`src/rtl/force_cache_access_scheduler_pkg.sv`:
```
// force_sched_pkg: definitions shared by the force cache access scheduler
// and its request arbiter.
//   - default widths and the drain length used as parameter defaults
//   - sched_state_e: scheduler FSM state encoding
//   - ptr_width(): width of an index register over N requesters
// Optional feature macro FORCE_SCHED_ROUND_ROBIN_EN is consumed by
// force_req_arbiter; nothing in this package depends on it.
package force_sched_pkg;

    localparam int DEF_DATA_WIDTH        = 32;
    localparam int DEF_NUM_REQ           = 4;
    localparam int DEF_CELL_ADDR_WIDTH   = 9;
    localparam int DEF_PARTICLE_ID_WIDTH = 21;
    // Write-back buffer depth (16) + accumulate/write-back latency (7) + 1.
    localparam int DEF_DRAIN_CYCLES      = 24;

    typedef enum logic [1:0] {
        ST_ACCUM   = 2'd0,
        ST_DRAIN   = 2'd1,
        ST_READOUT = 2'd2,
        ST_DONE    = 2'd3
    } sched_state_e;

    function automatic int ptr_width(input int n);
        return (n > 1) ? $clog2(n) : 1;
    endfunction

endpackage

```
`src/rtl/force_cache_access_scheduler_arbiter.sv`:
```
// force_req_arbiter: one-hot grant over NUM_REQ requesters.
// Policy is selected by macro FORCE_SCHED_ROUND_ROBIN_EN:
//   defined   - round robin; search starts at the pointer, pointer moves to
//               one past the granted index (clk/rst ports exist only here)
//   undefined - fixed priority, lowest index wins, purely combinational
// Ports:
//   clk, rst  in   clock and asynchronous active-low reset (round robin only)
//   req       in   NUM_REQ request vector (already qualified by the caller)
//   grant     out  NUM_REQ one-hot grant, combinational from req
module force_req_arbiter
    import force_sched_pkg::*;
#(
    parameter int NUM_REQ = DEF_NUM_REQ
) (
`ifdef FORCE_SCHED_ROUND_ROBIN_EN
    input  logic               clk,
    input  logic               rst,
`endif
    input  logic [NUM_REQ-1:0] req,
    output logic [NUM_REQ-1:0] grant
);

`ifdef FORCE_SCHED_ROUND_ROBIN_EN
    localparam int PTR_W = ptr_width(NUM_REQ);

    logic [PTR_W-1:0] ptr_q;
    logic [PTR_W-1:0] ptr_d;

    // Pick the requester with the smallest rotational distance from ptr_q.
    always_comb begin
        int best_dist;
        int dist;
        grant     = '0;
        ptr_d     = ptr_q;
        best_dist = NUM_REQ;
        dist      = 0;
        for (int i = 0; i < NUM_REQ; i++) begin
            dist = (i - int'(ptr_q) + NUM_REQ) % NUM_REQ;
            if (req[i] && (dist < best_dist)) begin
                best_dist = dist;
                grant     = '0;
                grant[i]  = 1'b1;
                ptr_d     = PTR_W'((i + 1) % NUM_REQ);
            end
        end
    end

    always_ff @(posedge clk or negedge rst) begin
        if (!rst) begin
            ptr_q <= '0;
        end else begin
            ptr_q <= ptr_d;
        end
    end
`else
    // Isolate the lowest set bit.
    assign grant = req & (-req);
`endif

endmodule

```
`src/rtl/force_cache_access_scheduler.sv`:
```
// force_cache_access_scheduler: shares one write-back controller between
// NUM_REQ force pipelines, then drains the write-back path and reads the
// cache out on request.
// Arbitration policy: macro FORCE_SCHED_ROUND_ROBIN_EN (see force_req_arbiter).
// Ports:
//   clk, rst                 clock, asynchronous active-low reset
//   in_req_valid/particle_id/force, out_req_ready   requester handshake
//   in_start_readout, in_particle_count             readout request (pulse)
//   out_partial_force_valid/out_particle_id/out_partial_force  to controller
//   out_read_data_request, out_cache_read_address   controller read port
//   out_busy, out_readout_done                      status
module force_cache_access_scheduler
    import force_sched_pkg::*;
#(
    parameter int DATA_WIDTH        = DEF_DATA_WIDTH,
    parameter int NUM_REQ           = DEF_NUM_REQ,
    parameter int CELL_ADDR_WIDTH   = DEF_CELL_ADDR_WIDTH,
    parameter int PARTICLE_ID_WIDTH = DEF_PARTICLE_ID_WIDTH,
    parameter int DRAIN_CYCLES      = DEF_DRAIN_CYCLES
) (
    input  logic                                clk,
    input  logic                                rst,
    input  logic [NUM_REQ-1:0]                  in_req_valid,
    input  logic [NUM_REQ*PARTICLE_ID_WIDTH-1:0] in_req_particle_id,
    input  logic [NUM_REQ*3*DATA_WIDTH-1:0]     in_req_force,
    output logic [NUM_REQ-1:0]                  out_req_ready,
    input  logic                                in_start_readout,
    input  logic [CELL_ADDR_WIDTH-1:0]          in_particle_count,
    output logic                                out_partial_force_valid,
    output logic [PARTICLE_ID_WIDTH-1:0]        out_particle_id,
    output logic [3*DATA_WIDTH-1:0]             out_partial_force,
    output logic                                out_read_data_request,
    output logic [CELL_ADDR_WIDTH-1:0]          out_cache_read_address,
    output logic                                out_busy,
    output logic                                out_readout_done
);

    localparam int FORCE_W = 3 * DATA_WIDTH;
    localparam int DRAIN_W = $clog2(DRAIN_CYCLES + 1);

    sched_state_e               state_q, state_d;
    logic [DRAIN_W-1:0]         drain_cnt_q, drain_cnt_d;
    logic [CELL_ADDR_WIDTH-1:0] count_q, count_d;
    logic [CELL_ADDR_WIDTH-1:0] addr_q, addr_d;
    logic                       pf_valid_q, pf_valid_d;
    logic [PARTICLE_ID_WIDTH-1:0] pf_id_q, pf_id_d;
    logic [FORCE_W-1:0]         pf_force_q, pf_force_d;

    logic [NUM_REQ-1:0]           req_masked;
    logic [NUM_REQ-1:0]           grant;
    logic [PARTICLE_ID_WIDTH-1:0] id_slice [NUM_REQ];
    logic [FORCE_W-1:0]           force_slice [NUM_REQ];
    logic [PARTICLE_ID_WIDTH-1:0] sel_id;
    logic [FORCE_W-1:0]           sel_force;

    // A start pulse closes the grant window in the same cycle it arrives.
    assign req_masked = ((state_q == ST_ACCUM) && !in_start_readout) ? in_req_valid : '0;

    force_req_arbiter #(
        .NUM_REQ (NUM_REQ)
    ) u_arbiter (
`ifdef FORCE_SCHED_ROUND_ROBIN_EN
        .clk     (clk),
        .rst     (rst),
`endif
        .req     (req_masked),
        .grant   (grant)
    );

    // Ready is combinational, so gate it with reset to keep it low while held.
    assign out_req_ready = grant & {NUM_REQ{rst}};

    for (genvar gi = 0; gi < NUM_REQ; gi++) begin : g_slice
        assign id_slice[gi]    = in_req_particle_id[gi*PARTICLE_ID_WIDTH +: PARTICLE_ID_WIDTH];
        assign force_slice[gi] = in_req_force[gi*FORCE_W +: FORCE_W];
    end

    // Grant is one-hot, so an AND-OR mux is sufficient.
    always_comb begin
        sel_id    = '0;
        sel_force = '0;
        for (int i = 0; i < NUM_REQ; i++) begin
            if (grant[i]) begin
                sel_id    = sel_id | id_slice[i];
                sel_force = sel_force | force_slice[i];
            end
        end
    end

    always_comb begin
        pf_valid_d = |grant;
        pf_id_d    = (|grant) ? sel_id : pf_id_q;
        pf_force_d = (|grant) ? sel_force : pf_force_q;
    end

    always_comb begin
        state_d     = state_q;
        drain_cnt_d = drain_cnt_q;
        count_d     = count_q;
        addr_d      = addr_q;
        case (state_q)
            ST_ACCUM: begin
                if (in_start_readout) begin
                    count_d     = in_particle_count;
                    drain_cnt_d = DRAIN_W'(DRAIN_CYCLES - 1);
                    state_d     = ST_DRAIN;
                end
            end
            ST_DRAIN: begin
                if (drain_cnt_q == '0) begin
                    if (count_q == '0) begin
                        state_d = ST_DONE;
                    end else begin
                        state_d = ST_READOUT;
                        addr_d  = CELL_ADDR_WIDTH'(1);
                    end
                end else begin
                    drain_cnt_d = drain_cnt_q - DRAIN_W'(1);
                end
            end
            ST_READOUT: begin
                // Compare before incrementing so a full-range count never wraps.
                if (addr_q == count_q) begin
                    state_d = ST_DONE;
                    addr_d  = '0;
                end else begin
                    addr_d = addr_q + CELL_ADDR_WIDTH'(1);
                end
            end
            ST_DONE: begin
                state_d = ST_ACCUM;
            end
            default: begin
                state_d = ST_ACCUM;
            end
        endcase
    end

    always_ff @(posedge clk or negedge rst) begin
        if (!rst) begin
            state_q     <= ST_ACCUM;
            drain_cnt_q <= '0;
            count_q     <= '0;
            addr_q      <= '0;
            pf_valid_q  <= 1'b0;
            pf_id_q     <= '0;
            pf_force_q  <= '0;
        end else begin
            state_q     <= state_d;
            drain_cnt_q <= drain_cnt_d;
            count_q     <= count_d;
            addr_q      <= addr_d;
            pf_valid_q  <= pf_valid_d;
            pf_id_q     <= pf_id_d;
            pf_force_q  <= pf_force_d;
        end
    end

    assign out_partial_force_valid = pf_valid_q;
    assign out_particle_id         = pf_id_q;
    assign out_partial_force       = pf_force_q;
    assign out_read_data_request   = (state_q == ST_READOUT);
    assign out_cache_read_address  = (state_q == ST_READOUT) ? addr_q : '0;
    assign out_busy                = (state_q != ST_ACCUM);
    assign out_readout_done        = (state_q == ST_DONE);

endmodule

```
`config.mk`:
```
export PLATFORM = sky130hd
export DESIGN_NAME = force_cache_access_scheduler
export DESIGN_NICKNAME = d
export VERILOG_FILES = /design/src/rtl/force_cache_access_scheduler_pkg.sv /design/src/rtl/force_cache_access_scheduler_arbiter.sv /design/src/rtl/force_cache_access_scheduler.sv
export SDC_FILE = /design/constraint.sdc
export NUM_CORES = 1
export LEC_CHECK = 0
export ABC_AREA = 1
export BUFFER_PORTS_ARGS = -buffer_cell sky130_fd_sc_hd__buf_4
export CAP_MARGIN = 10
export CELL_PAD_IN_SITES_DETAIL_PLACEMENT = 1
export CELL_PAD_IN_SITES_GLOBAL_PLACEMENT = 2
export CORE_AREA = 2 2 238 240
export CTS_CLUSTER_SIZE = 28
export DETAILED_ROUTE_END_ITERATION = 8
export DIE_AREA = 0 0 240 242
export GPL_TIMING_DRIVEN = 0
export PLACE_DENSITY_LB_ADDON = 0.05
export SLEW_MARGIN = 30
export SYNTH_ARGS = -nofsm -noshare
export SYNTH_HDL_FRONTEND = slang
export SYNTH_HIERARCHICAL = 1
export SYNTH_SLANG_ARGS = --single-unit
```
`constraint.sdc`:
```
create_clock -name clk -period 3.46 [get_ports clk]
set_input_delay 0.692 -clock clk [delete_from_list [all_inputs] [get_ports clk]]
set_output_delay 0.692 -clock clk [all_outputs]
set_load 0.1 [all_outputs]
```
==> flow_summary.ini <==
[status]
status = completed

[sta]
final_max_slew_viol_count = 0
hold_viol_final = 0
fin_skew_ns = 0.00372
setup_viol = 0
fin_setup_tns_ns = 0
maxSlewHeadroom_pct = 36.8
min_period_ns = 3.29
tightest_slew_ns = 0.948
hold_slack_ns = 0.419
fmax_mhz = 304
finalCritPeriodShare_pct = 95.2

[synthesis]
syn_area_mm2 = 0.00809
synth_area_leaders = dfrtp_1 (44%), nand2_1 (14%), a22o_1 (13%)
synth_nets = 1391
synth_edf_count = 0
synthFlopType = dfrtp_1
syn_inst = 900
synth-seq-cells = 143
synth_most_common_cell = nand2_1
synthArstFlopShare_pct = 100
synth_top_area_cell = dfrtp_1
synth.distinct_cells = 30
ys_warn_count = 6
synth.top_cell.area_share_pct = 44.2
avgSynthCellArea_um2 = 8.99
yosysSeqAreaShare_pct = 44.2
synth_common_cells = nand2_1 (304), dfrtp_1 (143), a22o_1 (117), a221oi_1 (98), inv_1 (48)

[clock_network]
cts.reportedPaths.clkPinSlew_ns = 0.06
htree_levels = 4
cts_buffers = 17
insertion_delay_ns = 0.48
root_buffer = clkbuf_16
clk_path_buf_depth = 2
cts_tree = done
cts.sinks = 143

[route]
viasPerCell = 4.18
via_count = 9687
drt_iter0_drc = 333
wl_per_cell_um = 24.6
drc = 0
ant_nets = 0
firstDrtPassIters = 4
drt-total-wl_mm = 57.0

[worst_hold_path]
hp-class = in2reg

[critical_path]
critPathArrivalTime_ns = 2.60
critPathMaxFanout = 11
endpoint_kind = output port
start_kind = flip-flop
crit_type = reg2out
cp.required_ns = 2.77

[floorplan]
die_y_um = 242
die_area_mm2 = 0.0581
core.rowCount = 87
pin_count = 618
initial_core_util_pct = 14.5
coreArea_mm2 = 0.0557
die_w_um = 240

[placement]
hpwl_mm = 46.2
placedCellCount = 2276
gp_congestion = 0.776
port_buffers = 617

[pwr]
peakVddDrop_mv = 0.419
power.leakage_nw = 7.47
p_total_mw = 15.3
power_per_cell_area_mw_per_mm2 = 1060

[layout]
filler_cell_count = 6585
drive_above_1_share_pct = 48.6
nets = 2036
syn2layout_area_growth_pct = 79.7
stdcell_count = 2320

[run]
drv_cap = 0

[global_routing]
antenna_found_initial = 11
grt_usage_pct = 19.4
grt_pass1_vias = 10800
grt-ovfl-total = 0
grt_pass1_wl_mm = 78.7
grt_max_degree = 73
## cell usage in the layout (no fill, tap or decap), types with 5 or more instances in the layout
master	netlist	layout
buf_4	3	623
nand2_1	304	302
dfrtp_1	143	141
a22o_1	117	117
a221oi_1	98	98
inv_1	48	40
buf_2	42	34
clkbuf_1	17	22
nor2_1	26	21
a221oi_2	19	19
clkbuf_16	0	18
nand3_1	13	13
buf_6	7	10
xnor2_1	9	9
nand4_1	9	9
diode_2	0	6
clkinvlp_4	0	6
nand2_2	4	6
mux2_2	6	6
ha_1	7	6
buf_1	5	5
buf_12	0	5
nor2_2	3	5
a21oi_1	5	5
## flip-flops by register name, summed over array words and instances, names as in the netlist
| name | flops |
|---|---|
| drain_cnt_q | 5 |
| out_partial_force | 96 |
| out_particle_id | 21 |
| out_partial_force_valid | 1 |
| state_q | 2 |
| count_q | 9 |
| addr_q | 9 |
## report_power, final
part | internal (mW) | leakage [nW] | switching, mW
clock network | 1.04 | 0.268 | 0.809
registers | 2.48 | 1.74 | 0.484
logic | 2.46 | 5.46 | 8.08
## metrics by stage
step	setup slack, ns	utilization [%]	cell area [um2]
final	0.167	26.1	14500
after global routing	-0.00255	26.1	14500
after CTS	0.0424	25.9	14500
after detailed placement	-0.622	24.7	13800
after global placement	-0.653	24.6	13700
after floorplan	-0.0430	-	8130
## cell type report
| cell class | count | area, um2 | area share, % |
|---|---|---|---|
| Clock inverter | 6 | 57.6 | 0.396 |
| Inverter | 49 | 208 | 1.43 |
| Antenna cell | 6 | 15.0 | 0.103 |
| Tap cell | 756 | 946 | 6.51 |
| Clock buffer | 26 | 489 | 3.37 |
| Multi-Input combinational cell | 634 | 3980 | 27.4 |
| Sequential cell | 143 | 3580 | 24.6 |
| Buffer | 69 | 448 | 3.08 |
| Timing Repair Buffer | 631 | 4820 | 33.1 |
## critical path: stages, from the launching register on
cell and delay (ns):
dfrtp_2 0.45, inv_4 0.09, ha_4 0.15, clkinvlp_4 0.11
nor2_4 0.14, inv_4 0.07, nor2_4 0.16, buf_12 0.19
buf_12 0.19, buf_6 0.17, nand2_1 0.09, clkinvlp_4 0.10
buf_8 0.19
## per-layer routing
metal  vias to the layer above  wire length [um]  global-route usage [%]
met4                        10              1140                    6.10
met5                         -                68                   0.842
met2                       330             29600                    34.8
met1                      4736             21600                    20.9
met3                        47              4590                    7.20
li1                       4564                 -                       -
## worst paths after layout
check	startpoint	to	slack (ns)	cells after the start
max	state_q[0]$_DFFE_PN0P_	out_req_ready[0]	0.17	12
max in group asynchronous	rst	out_partial_force[34]$_DFFE_PN0P_	2.21	3
min in group asynchronous	rst	count_q[5]$_DFFE_PN0P_	0.62	2
min	in_req_force[259]	out_partial_force[67]$_DFFE_PN0P_	0.42	3
max reg2reg	state_q[0]$_DFFE_PN0P_	out_partial_force[94]$_DFFE_PN0P_	0.39	14
min reg2reg	out_partial_force[49]$_DFFE_PN0P_	out_partial_force[49]$_DFFE_PN0P_	0.48	2
## repair_timing
action	CTS	global route
hold endpoints to repair	9	0
hold buffers	1	0
resized for setup	31	11
pin swaps	1	4
setup buffers	3	6
setup endpoints to repair	5	4
gates cloned	0	1
## kinds of logic (layout without fill, tap and decap cells)
family / count (synthesis) / after routing / synth area share (%)
AO/OA/AOI/OAI: 246 / 246 / 27.7
other: 0 / 6 / 0
adder cells (fa/ha/maj): 7 / 7 / 1.08
XOR/XNOR: 12 / 12 / 1.30
flip-flops: 143 / 143 / 44.2
buffers and inverters: 123 / 781 / 7.15
multiplexers: 6 / 6 / 0.835
AND/OR/NAND/NOR: 363 / 363 / 17.7
Note: power is estimated with default switching activity, not from simulation.
